--- src/rtl/hazard_ctrl.sv ---
// ============================================================================
// Module   : hazard_ctrl
// Purpose  : Pipeline stall/flush/forwarding control with data-memory freeze
//            FSM and wait watchdog. Optional HAZ_PERF_CNT_EN adds counters.
// Revision : 1.0 - initial release
// ============================================================================
`default_nettype none

module hazard_ctrl #(
   parameter int MEM_TIMEOUT = 64,
   parameter int CNT_W       = 16
) (
   input  logic       clk,
   input  logic       rst,
   input  logic [4:0] D_ra,
   input  logic [4:0] D_rb,
   input  logic [4:0] E_ra,
   input  logic [4:0] E_rb,
   input  logic [4:0] E_rd,
   input  logic       E_RegWrite,
   input  logic [1:0] E_result_src,
   input  logic       E_PCSrc,
   input  logic [4:0] M_rd,
   input  logic [4:0] W_rd,
   input  logic       M_RegWrite,
   input  logic       W_RegWrite,
   input  logic       M_mem_access,
   input  logic       mem_ready,
   output logic       F_en,
   output logic       F_D_en,
   output logic       D_E_en,
   output logic       E_M_en,
   output logic       M_W_en,
   output logic       F_D_flush,
   output logic       CTRL_Flush,
   output logic [1:0] fwdA,
   output logic [1:0] fwdB,
   output logic       timeout_err
`ifdef HAZ_PERF_CNT_EN
   ,
   output logic [31:0] stall_cycles,
   output logic [31:0] flush_events,
   output logic [31:0] freeze_cycles
`endif
);

   localparam logic [0:0]       c_ST_RUN      = 1'b0;
   localparam logic [0:0]       c_ST_MEM_WAIT = 1'b1;
   localparam logic [1:0]       c_SRC_LOAD    = 2'b01;
   localparam logic [1:0]       c_FWD_RF      = 2'b00;
   localparam logic [1:0]       c_FWD_W       = 2'b01;
   localparam logic [1:0]       c_FWD_M       = 2'b10;
   localparam logic [CNT_W-1:0] c_TIMEOUT     = CNT_W'(MEM_TIMEOUT);

   logic [0:0]       r_state;
   logic [CNT_W-1:0] r_wait_cnt;
   logic             r_timeout_err;

   logic w_freeze;
   logic w_branch;
   logic w_load_use;

   assign w_freeze   = M_mem_access & ~mem_ready;
   assign w_branch   = E_PCSrc & ~w_freeze;
   assign w_load_use = ~w_freeze & ~E_PCSrc
                     & (E_result_src == c_SRC_LOAD) & E_RegWrite
                     & (E_rd != 5'd0) & ((E_rd == D_ra) | (E_rd == D_rb));

   // M result is newer than W, so it wins; x0 is hard-wired and never forwards.
   function automatic logic [1:0] fwd_sel(input logic [4:0] rs,
                                          input logic [4:0] m_rd, input logic m_we,
                                          input logic [4:0] w_rd, input logic w_we);
      logic [1:0] sel;
      sel = c_FWD_RF;
      if (m_we && (m_rd != 5'd0) && (m_rd == rs))
         sel = c_FWD_M;
      else if (w_we && (w_rd != 5'd0) && (w_rd == rs))
         sel = c_FWD_W;
      return sel;
   endfunction

   always_comb begin
      F_en       = 1'b1;
      F_D_en     = 1'b1;
      D_E_en     = 1'b1;
      E_M_en     = 1'b1;
      M_W_en     = 1'b1;
      F_D_flush  = 1'b0;
      CTRL_Flush = 1'b0;
      fwdA       = fwd_sel(E_ra, M_rd, M_RegWrite, W_rd, W_RegWrite);
      fwdB       = fwd_sel(E_rb, M_rd, M_RegWrite, W_rd, W_RegWrite);
      // Reset is asynchronous, so the combinational outputs must honour it too.
      if (rst) begin
         F_en   = 1'b0;
         F_D_en = 1'b0;
         D_E_en = 1'b0;
         E_M_en = 1'b0;
         M_W_en = 1'b0;
         fwdA   = c_FWD_RF;
         fwdB   = c_FWD_RF;
      end else if (w_freeze) begin
         F_en   = 1'b0;
         F_D_en = 1'b0;
         D_E_en = 1'b0;
         E_M_en = 1'b0;
         M_W_en = 1'b0;
      end else if (w_branch) begin
         F_D_flush  = 1'b1;
         CTRL_Flush = 1'b1;
      end else if (w_load_use) begin
         F_en       = 1'b0;
         F_D_en     = 1'b0;
         CTRL_Flush = 1'b1;
      end
   end

   // The watchdog only flags the condition; the wait itself is never aborted.
   always_ff @(posedge clk or posedge rst) begin
      if (rst) begin
         r_state       <= c_ST_RUN;
         r_wait_cnt    <= '0;
         r_timeout_err <= 1'b0;
      end else begin
         case (r_state)
            c_ST_RUN: begin
               if (w_freeze) begin
                  r_state    <= c_ST_MEM_WAIT;
                  r_wait_cnt <= CNT_W'(1);
               end
            end
            c_ST_MEM_WAIT: begin
               if (r_wait_cnt >= c_TIMEOUT)
                  r_timeout_err <= 1'b1;
               if (w_freeze) begin
                  if (r_wait_cnt != {CNT_W{1'b1}})
                     r_wait_cnt <= r_wait_cnt + CNT_W'(1);
               end else begin
                  r_state    <= c_ST_RUN;
                  r_wait_cnt <= '0;
               end
            end
            default: begin
               r_state    <= c_ST_RUN;
               r_wait_cnt <= '0;
            end
         endcase
      end
   end

   assign timeout_err = r_timeout_err;

`ifdef HAZ_PERF_CNT_EN
   always_ff @(posedge clk or posedge rst) begin
      if (rst) begin
         stall_cycles  <= '0;
         flush_events  <= '0;
         freeze_cycles <= '0;
      end else begin
         if (w_load_use)
            stall_cycles <= stall_cycles + 32'd1;
         if (w_branch)
            flush_events <= flush_events + 32'd1;
         if (w_freeze)
            freeze_cycles <= freeze_cycles + 32'd1;
      end
   end
`endif

endmodule

`default_nettype wire

--- config.mk ---
export PLATFORM = sky130hd
export DESIGN_NAME = hazard_ctrl
export DESIGN_NICKNAME = d
export VERILOG_FILES = /design/src/rtl/hazard_ctrl.sv
export SDC_FILE = /design/constraint.sdc
export NUM_CORES = 1
export LEC_CHECK = 0
export CORE_MARGIN = 3
export CORE_UTILIZATION = 25
export DETAILED_ROUTE_END_ITERATION = 8
export PLACE_DENSITY = 0.52
export SYNTH_ARGS = -nofsm -noshare
export SYNTH_HDL_FRONTEND = slang
export SYNTH_SLANG_ARGS = --single-unit
--- constraint.sdc ---
create_clock -name clk -period 3.5 [get_ports clk]
set_input_delay 1.05 -clock clk [delete_from_list [all_inputs] [get_ports clk]]
set_output_delay 1.05 -clock clk [all_outputs]
set_load 0.02 [all_outputs]
==> results.md <==
- Setup violators final: 0
- Detail Placement HPWL: 3.78 mm
- Async set-or-reset flop fraction in the synthesized netlist: 100%
- WP data required: 2.45 ns
- Register area share after synthesis: 28.1%
- WP buf/inv: 2
- Worst VDD drop: 0.229 mV
- Primary FF master, synth: dfrtp_1
- Count leader, synth: xnor2_1
- Mapped cell area: 1600 um2
- Cell chain of the critical path: clkdlybuf4s15_1 -> or4_4 -> o21ai_4 -> nor3_4 -> nor4_4 -> buf_4
- Seq cells post-synth: 18
- Pwr/cell area: 232 nW/um2
- Tot GR Track Use: 13.8%
- Global placer's final weighted congestion: 0.899
- Leading cell types by count after synthesis: xnor2_1, dfrtp_1, nand2_1
- Fmax: 0.290 GHz
- CP peak stage delay: 0.43 ns
- Worst Path Max Fanout: 3
- Min-Delay Endpoint: timeout_err
- Post-synth cell types: 46
- Post-route DRC: 0
- Hold Startpoint: timeout_err
- Design Area, Final: 2520 um2
- R2R Path End: r_wait_cnt[13]
- Starting Density: 26.5%
- Post-synth top area cell: dfrtp_1
- Crit path time final: 3.44 ns
- Crit path DAT: 2.39 ns
- DR iter-0 viols: 85
- Hold path cells: 1
- Drt total wl: 4.94 mm
- Area after DPL: 2390 um2
- Top-area cell type share of the netlist area: 28.1%
- Final ANT Viol Nets: 0
- Measured slew at the worst slew-check pin: 0.663 ns
- Synthesized Nets: 239
- Ant diodes: 0
- Crit. End Element: output pin
- Clk_lat worst skew: 0.26 ns
- Pins Over Slew Limit: 0
- Hold Crit Class: register to register
- # fillers: 624
- Grt total ovfl: 0
- Number of enable flip-flop cells after synthesis: 0
- Vias per cell: 5.13
- Die W: 86.1 um
- Fin crit share: 98.4%
- TritonCTS buffer count: 3
- Clock root cell: clkbuf_8
- Max_cap viols: 0
- Reg2Reg Launch Point: r_wait_cnt[8]
- Final net count: 315
- Share of layout cells above drive strength 1: 23.2%
- Avg Cell Area, Syn: 8.35 um2
- Total number of vias: 1753
- Area Overhead vs Synth: 56.9%
- Reg-to-reg slack, setup: 1.41 ns
- Mapped Cells: 192
- H-tree lvl count: 1
- Status: finished clean
- WL per Instance: 14.4 um
- Clock Pin Slew Worst Setup and Hold Paths: 0.07 ns
- Critical path startpoint category: input port
- Initial antenna violation count: 0
- R2R depth: 4
- # port buffers: 56
- Drt first pass iters: 4
- Fin. Hold Viols: 0
- Static leakage: 1.04 nW
- Vias in the first global route: 1790
- Clock tree sinks: 18
- Core box area: 6060 um2
- Die height: 86.1 um
- CP max stage cell: or4_4
- Yosys warning total: 0
- Total I/O pin count: 57
- Row cnt: 28
- CTS max path bufs: 2
- Rel. slew slack: 55.4%
- Worst clock skew: 0.00285 ns
- Area contributors post-synth: dfrtp_1, xnor2_1, xor2_1, nand2_1, nor4_1
- CTS tree: built
- Pin count of the biggest net entering global routing: 20
- First-pass GRT wire length: 8.40 mm
- Sum of negative setup slack: 0 ns
- Full die area: 7410 um2
- Critical path type: input port to output pin
- Delay-heaviest family, CP: simple AND/OR/NAND/NOR gates
-- state kept, by name (all words and copies together) (netlist names) --
| signal | cells |
|---|---|
| r_state | 1 |
| r_wait_cnt | 16 |
| timeout_err | 1 |
-- cells by family after synthesis --
kind of cell	share of synthesized area, %
AOI/OAI and AO/OA	18.3
buffers and inverters	5.23
xor gates and xnor gates	16.9
DFF	28.1
and+or+nand+nor	28.7
muxes	1.25
adders and majority gates	1.56
-- what timing repair did --
item                                   4_1_cts  5_1_grt
gates resized for setup                     73       28
setup endpoints to repair                   11       10
gates cloned                                 0        0
hold buffers                                 0        0
pin swaps                                   11       10
endpoints found under the hold margin        0        0
buffers inserted                             1        0
-- final cells by class --
type,count,area (um2),area share [%]
Timing Repair Buffer,82,717,28.5
Multi-Input combinational cell,156,1170,46.7
Sequential cell,18,450,17.9
Inverter,7,26.3,1.04
Tap cell,75,93.8,3.73
Clock buffer,4,55.1,2.19
-- placed cells by master, fill, tap and decap left out, drive strengths merged, types with 2 or more instances in the layout --
master,synthesis,layout
buf,6,34
xnor2,23,23
clkdlybuf4s50,0,23
dfrtp,18,18
nand2,15,15
dlygate4sd2,0,14
nand3,11,11
nor2,9,9
nor4,9,9
a21oi,8,8
xor2,8,8
nor3,8,8
clkbuf,5,8
inv,7,7
o21ai,7,7
nand4,6,6
or4,5,5
o211ai,4,4
clkdlybuf4s15,0,4
nand2b,4,4
o311ai,3,3
and4,3,3
dlymetal6s2s,0,3
o22ai,3,3
and3,2,2
mux2i,2,2
or3,2,2
nor4b,2,2
o41ai,2,2
a41oi,2,2
a31oi,2,2
o311a,2,2
ha,2,2
-- metrics by stage --
stage / utilization [%] / hold WS (ns) / setup slack (ns) / total power [mW] / instances
2_1_floorplan: - / 0.488 / -0.148 / 0.297 / 192
6_report: 41.5 / 0.480 / 0.0559 / 0.584 / 342
4_1_cts: 40.8 / 0.483 / -0.0929 / 0.582 / 342
5_1_grt: 41.5 / 0.503 / -0.0116 / 0.615 / 342
3_5_place_dp: 39.5 / 0.455 / -0.772 / 0.406 / 337
3_3_place_gp: 39.5 / 0.445 / -0.794 / 0.407 / 337
-- where the power goes --
part	leakage, nW	switching, mW	total [mW]	internal [mW]
combinational	0.767	0.0842	0.187	0.102
sequential	0.246	0.00701	0.220	0.213
clock	0.0288	0.0770	0.177	0.100
total	1.04	0.168	0.584	0.415
-- worst max-delay path by stage --
stage,startpoint,end,slack [ns],cells past startpoint
final,M_rd[4],fwdB[0],0.06,6
after global placement,M_rd[1],fwdB[0],-0.79,6
after detailed placement,M_rd[1],fwdB[0],-0.77,6
after floorplan,rst,fwdB[0],-0.15,4
after CTS,W_rd[3],fwdB[0],-0.09,6
after global routing,M_rd[2],fwdB[0],-0.01,6
-- metal layers --
| metal | vias to the layer above | wire [um] | track usage [%] |
|---|---|---|---|
| met3 | 9 | 461 | 4.80 |
| li1 | 876 | - | - |
| met5 | - | 0 | 0 |
| met4 | 0 | 64 | 2.45 |
| met2 | 83 | 2160 | 22.3 |
| met1 | 785 | 2250 | 17.9 |
No activity file was read; power rests on OpenSTA's default activity.
